[src/rtl/div_sequencer.sv]
// Radix-2 restoring divider with sequencing FSM for RV32M DIV/DIVU/REM/REMU.
// Stalls the pipeline while iterating and pulses result_valid in the release cycle.
module div_sequencer #(
  parameter int XLEN = 32
) (
  input  logic            clk,
  input  logic            reset_n,
  input  logic            div_start,
  input  logic [2:0]      fun3,
  input  logic [XLEN-1:0] op_a,
  input  logic [XLEN-1:0] op_b,
  input  logic            flush,
  output logic            stall_pipl,
  output logic [XLEN-1:0] result,
  output logic            result_valid
);

  localparam int CW = $clog2(XLEN);

  typedef enum logic [1:0] {S_IDLE, S_CALC, S_FIXUP, S_DONE} state_t;

  state_t          r_state, w_next;
  logic [CW-1:0]   r_cnt;
  logic [XLEN-1:0] r_quot, r_rem, r_divisor, r_result;
  logic            r_neg_q, r_neg_r, r_sel_rem;

  // Issue-side decode
  logic            w_start, w_signed, w_a_neg, w_b_neg;
  logic            w_div0, w_ovf, w_special;
  logic [XLEN-1:0] w_abs_a, w_abs_b, w_spec_res;

  assign w_start  = div_start & fun3[2] & ~flush;
  assign w_signed = ~fun3[0];
  assign w_a_neg  = w_signed & op_a[XLEN-1];
  assign w_b_neg  = w_signed & op_b[XLEN-1];
  assign w_abs_a  = w_a_neg ? -op_a : op_a;
  assign w_abs_b  = w_b_neg ? -op_b : op_b;

  assign w_div0    = (op_b == '0);
  assign w_ovf     = w_signed & (op_a == {1'b1, {(XLEN-1){1'b0}}}) & (op_b == '1);
  assign w_special = w_div0 | w_ovf;

  always_comb begin
    w_spec_res = '0;
    if (w_div0)
      w_spec_res = fun3[1] ? op_a : '1;
    else
      w_spec_res = fun3[1] ? '0 : op_a;
  end

  // Restoring step. The shifted remainder can spill into bit XLEN when the
  // divisor is >= 2^(XLEN-1) (unsigned); a set spill bit always means "subtract".
  logic [XLEN:0]   w_rem_sh;
  logic [XLEN:0]   w_diff;
  logic            w_ge;

  assign w_rem_sh = {r_rem, r_quot[XLEN-1]};
  assign w_diff   = {1'b0, w_rem_sh[XLEN-1:0]} - {1'b0, r_divisor};
  assign w_ge     = w_rem_sh[XLEN] | ~w_diff[XLEN];

  // Sign fixup
  logic [XLEN-1:0] w_q_fix, w_r_fix;

  assign w_q_fix = r_neg_q ? -r_quot : r_quot;
  assign w_r_fix = r_neg_r ? -r_rem  : r_rem;

  // State register
  always_ff @(posedge clk or negedge reset_n) begin
    if (!reset_n) r_state <= S_IDLE;
    else          r_state <= w_next;
  end

  // Next-state logic
  always_comb begin
    w_next = r_state;
    if (flush) begin
      w_next = S_IDLE;
    end else begin
      case (r_state)
        S_IDLE:  if (w_start) w_next = w_special ? S_DONE : S_CALC;
        S_CALC:  if (r_cnt == '0) w_next = S_FIXUP;
        S_FIXUP: w_next = S_DONE;
        S_DONE:  w_next = S_IDLE;
        default: w_next = S_IDLE;
      endcase
    end
  end

  // Outputs
  always_comb begin
    stall_pipl   = 1'b0;
    result_valid = 1'b0;
    if (reset_n && !flush) begin
      stall_pipl   = ((r_state == S_IDLE) & div_start & fun3[2]) |
                     (r_state == S_CALC) | (r_state == S_FIXUP);
      result_valid = (r_state == S_DONE);
    end
  end

  assign result = r_result;

  // Datapath
  always_ff @(posedge clk or negedge reset_n) begin
    if (!reset_n) begin
      r_cnt     <= '0;
      r_quot    <= '0;
      r_rem     <= '0;
      r_divisor <= '0;
      r_result  <= '0;
      r_neg_q   <= 1'b0;
      r_neg_r   <= 1'b0;
      r_sel_rem <= 1'b0;
    end else if (!flush) begin
      case (r_state)
        S_IDLE: begin
          if (w_start) begin
            r_sel_rem <= fun3[1];
            r_neg_q   <= w_a_neg ^ w_b_neg;
            r_neg_r   <= w_a_neg;
            r_quot    <= w_abs_a;
            r_rem     <= '0;
            r_divisor <= w_abs_b;
            r_cnt     <= CW'(XLEN-1);
            if (w_special) r_result <= w_spec_res;
          end
        end
        S_CALC: begin
          r_quot <= {r_quot[XLEN-2:0], w_ge};
          r_rem  <= w_ge ? w_diff[XLEN-1:0] : w_rem_sh[XLEN-1:0];
          r_cnt  <= r_cnt - CW'(1);
        end
        S_FIXUP: r_result <= r_sel_rem ? w_r_fix : w_q_fix;
        default: ;
      endcase
    end
  end

endmodule

[config.mk]
export PLATFORM = sky130hd
export DESIGN_NAME = div_sequencer
export DESIGN_NICKNAME = d
export VERILOG_FILES = /design/src/rtl/div_sequencer.sv
export SDC_FILE = /design/constraint.sdc
export NUM_CORES = 1
export LEC_CHECK = 0
export CORE_MARGIN = 2
export CORE_UTILIZATION = 38
export DETAILED_ROUTE_END_ITERATION = 8
export PLACE_DENSITY = 0.57
export SLEW_MARGIN = 20
export SYNTH_ARGS = -nofsm -noshare
export SYNTH_HDL_FRONTEND = slang
export SYNTH_SLANG_ARGS = --single-unit
export TNS_END_PERCENT = 30
[constraint.sdc]
create_clock -name clk -period 6.6 [get_ports clk]
set_input_delay 0.66 -clock clk [delete_from_list [all_inputs] [get_ports clk]]
set_output_delay 0.66 -clock clk [all_outputs]
set_load 0.02 [all_outputs]
Yosys cells after proc, flatten, opt, wreduce, memory -nomap -nowiden --
Index checks and enable logic that the tools add are counted.
Operators by class: add/sub/neg operators 6, eq/ne operators 9, mux-type cells 25, bitwise logic cells 16, reductions and logical operators 11
Operators by type and width (number):
- 32-bit 2-to-1 mux | 13
- 32-bit one-hot mux with 2 select lines | 3
- 32-bit negator | 4
- 32-bit equality test, second input constant | 2
- 32-bit by 32-bit subtractor with 33-bit output | 1
- 32-bit logical NOT | 1
- 5-bit one-hot mux with 2 select lines | 1
- 1-bit bitwise AND | 8
- 2-bit 2-to-1 mux | 4
- 2-bit one-hot mux with 4 select lines | 1
- 3-bit != test, second input constant | 2
- 3-bit AND reduction | 2
- 5-bit logical NOT | 1
- 5-bit 2-to-1 mux | 1
- 5-bit by 1-bit subtractor with 5-bit output, second input constant | 1
- 2-bit equality test, second input constant | 2
- 2-bit != test, second input constant | 2
- 1-bit bitwise OR | 4
- 4-bit AND reduction | 1
- 2-bit nonzero test | 2
- 1-bit inverter | 3
- 2-bit by 1-bit equality test with 1-bit output, second input constant | 1
- 2-bit logical NOT | 1
- 1-bit 2-to-1 mux | 2
- other kinds (4) | 4
Storage, ports and cells: register bits 138, output and inout port bits 34

Logic depth before layout (Yosys ltp) --
depth after elaboration 8, depth in mapped cells 13

Least setup slack after synthesis --
Ideal clock, no wire load.
path type input to register, start point input port op_a[0], end point register r_result[14], in the netlist result[14], library setup time 0.118 ns, data arrival time 2.968 ns, required time 6.482 ns, slack 3.514 ns, cell stages on the path 11, path buffers 1, cell sequence inv_1 ha_1 nor3b_1 nand3b_1 or4_1 or2_1 nor3_2 a21bo_2 o21ai_2 clkbuf_1 a21o_1
Between the ends: longest elaborated chain between the ends 6
Ends and longest elaborated chain:
- from (decl) | RTL line 10 | input logic [XLEN-1:0] op_a,
- 32-bit equality test | RTL line 40 | assign w_ovf = w_signed & (op_a == {1'b1, {(XLEN-1){1'b0}}}) & (op_b == '1);
- 1-bit bitwise AND (2 in a row) | RTL line 40
- 1-bit bitwise OR | RTL line 41 | assign w_special = w_div0 | w_ovf;
- 2-bit != test (no line)
- 4-bit AND reduction (no line)
- to (signal assigned) | RTL line 124 | if (w_special) r_result <= w_spec_res;
- to (signal assigned) | RTL line 132 | S_FIXUP: r_result <= r_sel_rem ? w_r_fix : w_q_fix;
- to (decl) | RTL line 24 | logic [XLEN-1:0] r_quot, r_rem, r_divisor, r_result;
Every way passes these cells. A chain may end at the register's enable or synchronous reset.

Worst setup path in the final report --
start point register r_quot[31], end point register r_rem[2]
Between the ends: longest elaborated chain between the ends 5
Ends and longest elaborated chain:
- from (decl) | RTL line 24
- from (signal assigned) | RTL line 120 | r_quot <= w_abs_a;
- from (signal assigned) | RTL line 128 | r_quot <= {r_quot[XLEN-2:0], w_ge};
- 32-bit by 32-bit subtractor with 33-bit output (*) | RTL line 58 | assign w_diff = {1'b0, w_rem_sh[XLEN-1:0]} - {1'b0, r_divisor};
- 1-bit inverter | RTL line 59 | assign w_ge = w_rem_sh[XLEN] | ~w_diff[XLEN];
- 1-bit bitwise OR | RTL line 59
- 32-bit 2-to-1 mux (*) | RTL line 129 | r_rem <= w_ge ? w_diff[XLEN-1:0] : w_rem_sh[XLEN-1:0];
- 32-bit one-hot mux with 2 select lines (*) | RTL line 114 | case (r_state)
- to (signal assigned) | RTL line 129
- to (decl) | RTL line 24
Mark *: on every way between the ends. The rest lies on a longest branch, timed or not.

==> flow_summary_export.csv <==
group,metric,value,unit
worst_hold_path,hp-class,"primary input to asynchronous set/reset pin",
worst_setup_path,crit_arrival,4.33,ns
die,rows,61,
clock_tree,htree_levels,4,
clock_tree,cts_root_buffer,"clkbuf_16",
worst_setup_path,rr_startpoint,"r_quot[31]$_DFFE_PN0P_",
yosys,synth_cell_types,68,
yosys,synth_top_area_share,0.320,
final_layout,final_cell_mix,"o21ai_0, nand2_1, dfrtp_1",
final_layout,antenna_cells,0,
grt,grt_pass1_wl,53.0,mm
clock_tree,clkSinkCount,138,
placed_design,port-buffer-count,104,
clock_tree,cts_made_buffers,17,
clock_tree,path_clk_slew,0.06,ns
yosys,synth.net_count,1484,
outcome,status,"finished, final reports clean",
worst_setup_path,reg2regPathDepth,13,
worst_setup_path,r2r_slack,2.53,ns
drt,ant_nets,0,
yosys,synth-seq-cells,138,
sta,rsz0062_at_grt,"false",
final_layout,final_layout_size_suffix_gt1_frac,0.0560,
sta,finalSetupViolCount,0,
power,ir_drop,0.227,mV
drt,drt_iter0_markers,810,
grt,grt_max_degree,108,
yosys,synth_area_leaders,"dfrtp_1, o21ai_0, xnor2_1, xor2_1, nand2_1",
worst_setup_path,critPathRequiredTime,6.85,ns
sta,tns,0,ns
yosys,synth.yosys.seq_area_share,0.320,
sta,relSlewSlack,0.228,
yosys,syn_inst,1368,
drt,dr.pass1.iters,5,
worst_setup_path,end_kind,"flop",
drt,viasPerCell,5.60,
grt,grt_util_all_layers,0.229,
worst_setup_path,crit_start,"r_quot[31]$_DFFE_PN0P_",
clock_tree,ctsResizeCount,0,
final_layout,mostFrequentLayoutCell,"o21ai_0",
final_layout,area_growth,19.1,%
sta,finalCritPeriodShare,0.617,
worst_setup_path,slowest_stage,"o21ai_2",
die,dieArea,29700,µm²
yosys,synthArstFlopShare,1.00,
drt,drcViolationCount,0,
clock_tree,cts_tree,"built",
grt,grt-ovfl-total,0,
sta,clock.fmax,245,MHz
worst_setup_path,critical_path.max_fanout,24,
sta,slew_viol_final,0,
worst_setup_path,worstPathCellList,"inv_1 > ha_1 > fa_1 > nand2b_1 > a21oi_1 > o21ai_0 > a31oi_1 > o32ai_1 > o21ai_2 > buf_4 > nor2_1 > a31oi_1 > o21ai_0",
grt,antenna_found_initial,0,
die,initial_core_util,0.387,
clock_tree,cts_hold_buffers,0,
grt,grt_pass1_vias,9690,
drt,wire_per_inst,18.2,µm
worst_setup_path,start_kind,"flop",
yosys,yosys.area.top_type,"dfrtp_1",
power,power.leakage,5.28,nW
power,pwr_density_cell,491,nW/µm²
clock_tree,clock_latency,0.42,ns
yosys,avgSynthCellArea,7.88,µm²
sta,hold_viol_final,0,
clock_tree,clockBufferDepth,2,
yosys,synthFlopType,"dfrtp_1",
yosys,synth_area,10800,µm²
placed_design,hpwl,24.2,mm
final_layout,nFillCells,2795,
die,die_y,172,µm
yosys,yosys_warnings,0,
worst_setup_path,cp_slowest_stage_delay,0.73,ns
sta,min_period,4.07,ns
die,core-area,27900,µm²
die,pin_count,105,
job,drv_cap,0,
final_layout,final_nets,1549,
die,die_x,172,µm
placed_design,gp_congestion,0.878,
sta,skew,0.0120,ns
clock_tree,cts_setup_buffers,0,
yosys,synth_edf_count,0,
worst_setup_path,path_class,"flop to flop",
worst_setup_path,r2r-end,"r_rem[2]$_DFFE_PN0P_",
drt,routed_wl,33.2,mm
sta,tightestPinTransition,1.15,ns
drt,vias,10200,
final_layout,finalCoreUtilization,0.461,
metrics by stage:
stage               power (mW)  worst slack, ns  hold WS (ns)  cell area (µm²)  instances
floorplan                 4.13             3.51         0.364            10800       1368
global placement          5.17             2.46         0.461            12100       1791
detailed placement        5.20             2.31         0.467            12100       1791
CTS                       6.30             2.49         0.172            12800       1823
global route              6.86             2.23         0.188            12800       1824
finish                    6.30             2.53         0.163            12800       1824
report_power, final:
part           leakage, nW  switching [mW]  internal (mW)
clock network        0.320           0.397          0.684
registers             1.77           0.478           1.19
logic                 3.18            2.10           1.46
worst max path at each step:
| stage | end | slack (ns) | cells after the start |
|---|---|---|---|
| after floorplan | result[14]$_DFFE_PN0P_ | 3.51 | 11 |
| after global placement | result[22]$_DFFE_PN0P_ | 2.46 | 13 |
| after detailed placement | result[22]$_DFFE_PN0P_ | 2.31 | 13 |
| after CTS | r_rem[22]$_DFFE_PN0P_ | 2.49 | 11 |
| after global routing | r_rem[2]$_DFFE_PN0P_ | 2.23 | 13 |
| final | r_rem[2]$_DFFE_PN0P_ | 2.53 | 13 |
synth_stat cells (all sizes together) (12+ instances only):
master	number
or4	21
nand3	37
o22ai	19
nand4	15
xor2	71
o21ai	192
nor2	114
nand2b	15
ha	44
a21oi	112
o31ai	19
nor4	16
o211ai	12
dfrtp	138
inv	57
clkbuf	68
nand2	158
xnor2	74
nor3	18
a21o	17
logic make-up (layout without fill, tap and decap cells):
| logic type | count (synthesis) | in the layout | share of synthesized area |
|---|---|---|---|
| AOI/OAI and AO/OA | 458 | 458 | 0.256 |
| xor gates and xnor gates | 145 | 145 | 0.118 |
| adders and majority gates | 45 | 45 | 0.0529 |
| buffers and inverters | 130 | 208 | 0.0455 |
| DFF | 138 | 138 | 0.320 |
| muxes | 12 | 12 | 0.0113 |
| and+or+nand+nor | 440 | 440 | 0.196 |
worst max-delay path: cells and delay by family, from the launching register on:
| kind | cells | cell delay [ns] |
|---|---|---|
| flip-flops | 1 | 0.45 |
| AND/OR/NAND/NOR | 2 | 0.26 |
| buffers and inverters | 2 | 0.58 |
| AO/OA/AOI/OAI | 7 | 1.94 |
| adder cells (fa/ha/maj) | 2 | 0.66 |
metal layers:
layer | part of all wire | GRT usage
met2 | 0.45 | 0.366
met4 | 0.017 | 0.0614
met1 | 0.47 | 0.316
met5 | 0 | 0
met3 | 0.069 | 0.0414
sequential cells by signal, indices dropped and copies added (netlist names):
signal     flops
r_quot        32
result        32
r_sel_rem      1
r_rem         32
r_state        2
r_neg_r        1
r_cnt          5
r_divisor     32
r_neg_q        1
area by class of cell:
type                    instances  area (µm²)  area share
clock buffers                  18         439      0.0342
clock inverters                14         220      0.0172
inverters                      57         214      0.0167
multi-input cells            1100        6860       0.534
flip-flops and latches        138        3450       0.269
well taps                     378         473      0.0369
repair buffers                119        1170      0.0916
Note: power is estimated with default switching activity, not from simulation.
